File: config.mk
export PLATFORM = sky130hd
export DESIGN_NAME = hazard_unit
export DESIGN_NICKNAME = d
export VERILOG_FILES = /design/src/rtl/core_pkg.sv /design/src/rtl/fwd_sel.sv /design/src/rtl/hazard_unit.sv
export SDC_FILE = /design/constraint.sdc
export NUM_CORES = 1
export LEC_CHECK = 0
export CAP_MARGIN = 20
export CELL_PAD_IN_SITES_DETAIL_PLACEMENT = 0
export CELL_PAD_IN_SITES_GLOBAL_PLACEMENT = 1
export CORE_MARGIN = 3
export CORE_UTILIZATION = 25
export DETAILED_ROUTE_END_ITERATION = 7
export GPL_TIMING_DRIVEN = 1
export PLACE_DENSITY = 0.78
export SLEW_MARGIN = 30
export SYNTH_ARGS = -nofsm -noshare
export SYNTH_HDL_FRONTEND = slang
export SYNTH_SLANG_ARGS = --single-unit
export TNS_END_PERCENT = 10
File: constraint.sdc
create_clock -name clk -period 1.75 [get_ports clk]
set_clock_uncertainty 0.05 [all_clocks]
set_input_delay 0.175 -clock clk [delete_from_list [all_inputs] [get_ports clk]]
set_output_delay 0.175 -clock clk [all_outputs]
set_load 0.02 [all_outputs]
File: src/rtl/core_pkg.sv
// Shared pipeline-control types: hazard FSM encoding, forwarding select codes and
// default datapath widths.
package core_pkg;

  localparam int unsigned XLEN_DEFAULT = 32;
  localparam int unsigned AW_DEFAULT   = 5;

  typedef enum logic [1:0] {
    StRun    = 2'd0,
    StMcWait = 2'd1,
    StFlush  = 2'd2
  } hu_state_e;

  typedef enum logic [1:0] {
    FWD_REG   = 2'b00,
    FWD_EXMEM = 2'b01,
    FWD_MEMWB = 2'b10
  } fwd_src_e;

endpackage

File: src/rtl/fwd_sel.sv
// One read port's forwarding comparators and 3:1 operand mux; the younger EX/MEM
// producer wins over MEM/WB, and x0 is never forwarded.
module fwd_sel
  import core_pkg::*;
#(
  parameter int unsigned XLEN = XLEN_DEFAULT,
  parameter int unsigned AW   = AW_DEFAULT
) (
  input  logic [AW-1:0]   rs,
  input  logic [XLEN-1:0] rdata,
  input  logic [AW-1:0]   ex_mem_rd,
  input  logic            ex_mem_rw,
  input  logic [XLEN-1:0] ex_mem_result,
  input  logic [AW-1:0]   mem_wb_rd,
  input  logic            mem_wb_rw,
  input  logic [XLEN-1:0] mem_wb_value,
  output logic [XLEN-1:0] data,
  output fwd_src_e        sel
);

  logic ex_mem_hit;
  logic mem_wb_hit;

  assign ex_mem_hit = ex_mem_rw && (ex_mem_rd != '0) && (ex_mem_rd == rs);
  assign mem_wb_hit = mem_wb_rw && (mem_wb_rd != '0) && (mem_wb_rd == rs);

  always_comb begin
    sel = FWD_REG;
    if (ex_mem_hit) begin
      sel = FWD_EXMEM;
    end else if (mem_wb_hit) begin
      sel = FWD_MEMWB;
    end
  end

  always_comb begin
    data = rdata;
    unique case (sel)
      FWD_EXMEM: data = ex_mem_result;
      FWD_MEMWB: data = mem_wb_value;
      default:   data = rdata;
    endcase
  end

endmodule

File: src/rtl/hazard_unit.sv
// Forwarding and hazard controller: per-port operand forwarding, load-use stalls,
// multi-cycle EX stalls with operand hold registers, and branch/exception flushes.
module hazard_unit
  import core_pkg::*;
#(
  parameter int unsigned XLEN  = XLEN_DEFAULT,
  parameter int unsigned AW    = AW_DEFAULT,
  parameter int unsigned NREAD = 2
) (
  input  logic                  clk,
  input  logic                  rst_n,
  input  logic [NREAD*AW-1:0]   id_rs,
  input  logic [NREAD-1:0]      id_rs_used,
  input  logic [NREAD*AW-1:0]   ex_rs,
  input  logic [NREAD*XLEN-1:0] ex_rdata,
  input  logic [AW-1:0]         id_ex_rd,
  input  logic                  id_ex_memread,
  input  logic [AW-1:0]         ex_mem_rd,
  input  logic                  ex_mem_rw,
  input  logic [XLEN-1:0]       ex_mem_result,
  input  logic [AW-1:0]         mem_wb_rd,
  input  logic                  mem_wb_rw,
  input  logic                  mem_wb_toreg,
  input  logic [XLEN-1:0]       mem_wb_readdata,
  input  logic [XLEN-1:0]       mem_wb_result,
  input  logic                  mc_start,
  input  logic                  mc_done,
  input  logic                  flush_req,
  output logic [NREAD*XLEN-1:0] fwd_data,
  output logic                  stall_if,
  output logic                  stall_id,
  output logic                  stall_ex,
  output logic                  bubble_ex,
  output logic                  flush_id,
  output logic [1:0]            state
);

  hu_state_e             state_q, state_d;
  logic [NREAD*XLEN-1:0] hold_q, hold_d;
  logic [NREAD*XLEN-1:0] live_data;
  logic [XLEN-1:0]       mem_wb_value;
  fwd_src_e              fwd_src [NREAD];
  logic                  load_use;

  assign mem_wb_value = mem_wb_toreg ? mem_wb_readdata : mem_wb_result;

  for (genvar k = 0; k < NREAD; k++) begin : g_port
    fwd_sel #(
      .XLEN (XLEN),
      .AW   (AW)
    ) u_fwd_sel (
      .rs            (ex_rs[k*AW +: AW]),
      .rdata         (ex_rdata[k*XLEN +: XLEN]),
      .ex_mem_rd     (ex_mem_rd),
      .ex_mem_rw     (ex_mem_rw),
      .ex_mem_result (ex_mem_result),
      .mem_wb_rd     (mem_wb_rd),
      .mem_wb_rw     (mem_wb_rw),
      .mem_wb_value  (mem_wb_value),
      .data          (live_data[k*XLEN +: XLEN]),
      .sel           (fwd_src[k])
    );

    // Select is exported for coverage; the unused code 2'b11 must never appear.
    sel_legal_a : assert property (@(posedge clk) fwd_src[k] != 2'b11);
  end

  always_comb begin
    load_use = 1'b0;
    for (int k = 0; k < NREAD; k++) begin
      if (id_rs_used[k] && (id_rs[k*AW +: AW] == id_ex_rd)) begin
        load_use = 1'b1;
      end
    end
    load_use = load_use && id_ex_memread && (id_ex_rd != '0);
  end

  always_comb begin
    state_d   = state_q;
    hold_d    = hold_q;
    fwd_data  = live_data;
    stall_if  = 1'b0;
    stall_id  = 1'b0;
    stall_ex  = 1'b0;
    bubble_ex = 1'b0;
    flush_id  = 1'b0;
    unique case (state_q)
      StRun: begin
        if (flush_req) begin
          state_d   = StFlush;
          flush_id  = 1'b1;
          bubble_ex = 1'b1;
        end else if (mc_start) begin
          // The first EX cycle of a long op already stalls; operands are captured
          // now so later retirements cannot change what the unit consumes.
          if (!mc_done) begin
            state_d  = StMcWait;
            hold_d   = live_data;
            stall_if = 1'b1;
            stall_id = 1'b1;
            stall_ex = 1'b1;
          end
        end else if (load_use) begin
          stall_if  = 1'b1;
          stall_id  = 1'b1;
          bubble_ex = 1'b1;
        end
      end
      StMcWait: begin
        fwd_data = hold_q;
        if (mc_done) begin
          state_d = StRun;
        end else begin
          stall_if = 1'b1;
          stall_id = 1'b1;
          stall_ex = 1'b1;
        end
      end
      StFlush: begin
        flush_id  = 1'b1;
        bubble_ex = 1'b1;
        state_d   = flush_req ? StFlush : StRun;
      end
      default: state_d = StRun;
    endcase
  end

  always_ff @(posedge clk) begin
    if (!rst_n) begin
      state_q <= StRun;
      hold_q  <= '0;
    end else begin
      state_q <= state_d;
      hold_q  <= hold_d;
    end
  end

  assign state = state_q;

endmodule

==> qor.yml <==
status: "finished with violations"
violations: "setup timing"
ir_worst_vdd_mv: 0.434
vias: 6181
holdBufCountCts: 0
hold_start: "hold_q[15]"
antenna_left: 0
synth_seq_area_share_pct: 26.5
synth_cells: 575
clockBufferDepth: 2
placementRows: 50
antenna_cells: 0
syn_area_um2: 4980
grt_pass1_wl_um: 36500
p_per_area_nw_per_um2: 494
cts.sinks: 66
wire_per_inst_um: 18.9
tightestPinTransition_ps: 329
core_um2: 19100
rsz0062_at_grt: "true"
synth.distinct_cells: 37
crit_arrival_ps: 2100
finalCriticalPeriod_ps: 2320
worstReg2RegEnd: "hold_q[48]"
totalWireLength_um: 23400
final.period_utilization_pct: 133
maxSlewViolCount: 0
antenna_found_initial: 0
viasPerCell: 5.00
p_leak_nw: 4.12
overflow: 0
path_max_fanout: 7
grt_pass1_vias: 6627
syn_avg_cell_area_um2: 8.66
num-nets-final: 1177
final_hold_viol_count: 0
clock_latency_ps: 330
grt.total_usage_pct: 21.0
portBuffers: 276
ff_latch_area_um2: 1320
ys_warn_count: 0
synth.net_count: 781
firstDrtPassIters: 5
design_area_um2: 11400
cap_violations: 0
cts-root-buf: "clkbuf_16"
setup.worst_path.end_class: "primary output"
drive_gt1_share_pct: 49.5
crit_path_end: "fwd_data[43]"
pin_count: 277
worstPathRequired_ps: 1520
fill_cells: 1637
routabilityCongestion: 0.801
dpl_cell_area_um2: 9450
fmax_mhz: 431
drtIter0Drc: 229
synth-seq-cells: 66
finalSetupTns_ps: -35780
setup_slack_ps: -573
place_hpwl_um: 16300
start_kind: "input pin"
fin_total_pwr_mw: 5.63
r2r-start: "state[1]"
dp_slack_ps: -1570
cts_buffers: 9
fin_util_pct: 59.5
worstSetupPathType: "input pin to primary output"
multiInputGateArea_um2: 4770
initial_core_util_pct: 26.0
clk_pin_slew_ps: 50
r2r_cells: 8
worst-r2r-setup-slack_ps: 50
die_x_um: 147
area_delta_synth_final_pct: 129
dieArea_um2: 21700
crit_start: "mem_wb_rd[2]"
finalSetupViolCount: 107
h-tree-depth: 3
drc: 0
tritoncts: "yes"
slew_headroom_pct: 78.1
die_h_um: 147
grt_max_degree: 39
hold_path.class: "flip-flop to flip-flop"
==> metal layers <==
layer / wire (um) / global-route usage [%]
met4: 260 / 5.50
met5: 0 / 0
met1: 9790 / 26.6
met3: 1530 / 4.60
met2: 11800 / 36.3
==> power by group <==
group	internal, mW	switching (mW)	total (mW)	leakage [nW]
Sequential	1.55	0.0250	1.58	0.536
Combinational	1.29	0.993	2.28	3.44
Clock	1.11	0.668	1.78	0.141
==> worst max-delay path, cell delays in order <==
cell      delay [ps]
buf_6             90
or4_4            530
o21ai_4          160
buf_6            120
nor4_4            40
buf_12           160
buf_4            140
buf_4            140
mux2i_4          180
o221ai_2         170
buf_4            180
==> state kept, by name (all words and copies together) (netlist names) <==
| signal | cells |
|---|---|
| hold_q | 64 |
| state | 2 |
==> placed cells by master (no fill, tap or decap), types with 2 or more instances in the layout <==
cell and instances:
buf_16 9, or2_4 2, dlygate4sd2_1 18, mux2i_4 59, buf_6 87, o21ai_4 2
nor4_4 4, buf_12 26, nand2_1 131, clkbuf_2 3, o221ai_2 104, clkbuf_16 9
nand4_1 2, xnor2_1 19, mux2_2 32, dfxtp_1 65, xnor2_2 3, mux2i_2 4
clkbuf_8 4, nand2_2 2, nor2_1 2, clkdlybuf4s50_1 179, buf_2 8, nand3_1 3
o221ai_4 5, buf_4 106, or4_4 2, inv_1 34, o221ai_1 19, xor2_1 7
==> worst min path at each step <==
stage,depth (start not counted),endpoint
after CTS,2,hold_q[15]
after floorplan,1,state[0]
after global routing,2,hold_q[0]
after global placement,2,hold_q[35]
final,2,hold_q[15]
after detailed placement,2,hold_q[15]
==> cells in the mapped netlist (all sizes together) <==
master   count  area share [%]
a21oi        1            0.10
xnor2       22             3.9
nor2b        1            0.13
o22ai        1            0.13
or2          2            0.25
nand4        2            0.25
nor3         1            0.10
o21a         1            0.15
o31ai        1            0.15
nand2b       3            0.38
nor2         3            0.23
o221ai     128              23
buf         32             4.9
nand3        4            0.40
or4          3            0.53
o2111ai      1            0.18
mux2i       64              13
nor4         4             1.4
inv         34             2.6
nand3b       1            0.15
xor2         8             1.4
mux2        32             7.2
o21ai        3            0.60
clkbuf      20             1.5
nand2      134              10
and2         1            0.13
dfxtp       66              27
nor3b        2            0.30
==> per-stage QoR <==
stage | instances | hold slack (ps)
6_report | 1235 | 410
5_1_grt | 1235 | 435
4_1_cts | 1235 | 411
3_5_place_dp | 1190 | 398
3_3_place_gp | 1190 | 392
2_1_floorplan | 575 | 247
==> repair_timing <==
item,in CTS,in global routing
endpoints found under the setup margin,133,134
setup buffers,24,1
resized for setup,579,81
cloned,6,0
pin swaps,75,34
==> cells by family after synthesis <==
kind of cell,synth area share (%)
multiplexers,20.5
buffers and inverters,8.99
AO/OA/AOI/OAI,24.4
flip-flops,26.5
AND/OR/NAND/NOR,14.3
XOR/XNOR,5.28
==> cell type report <==
cell class              count  share of cell area, %
multi-input cells         423                   41.9
well taps                 260                   2.85
inverters                  34                   1.12
clock buffers              14                   2.49
flip-flops and latches     66                   11.6
repair buffers            437                   40.0
clock inverters             1                 0.0659
No activity file was read; power rests on OpenSTA's default activity.
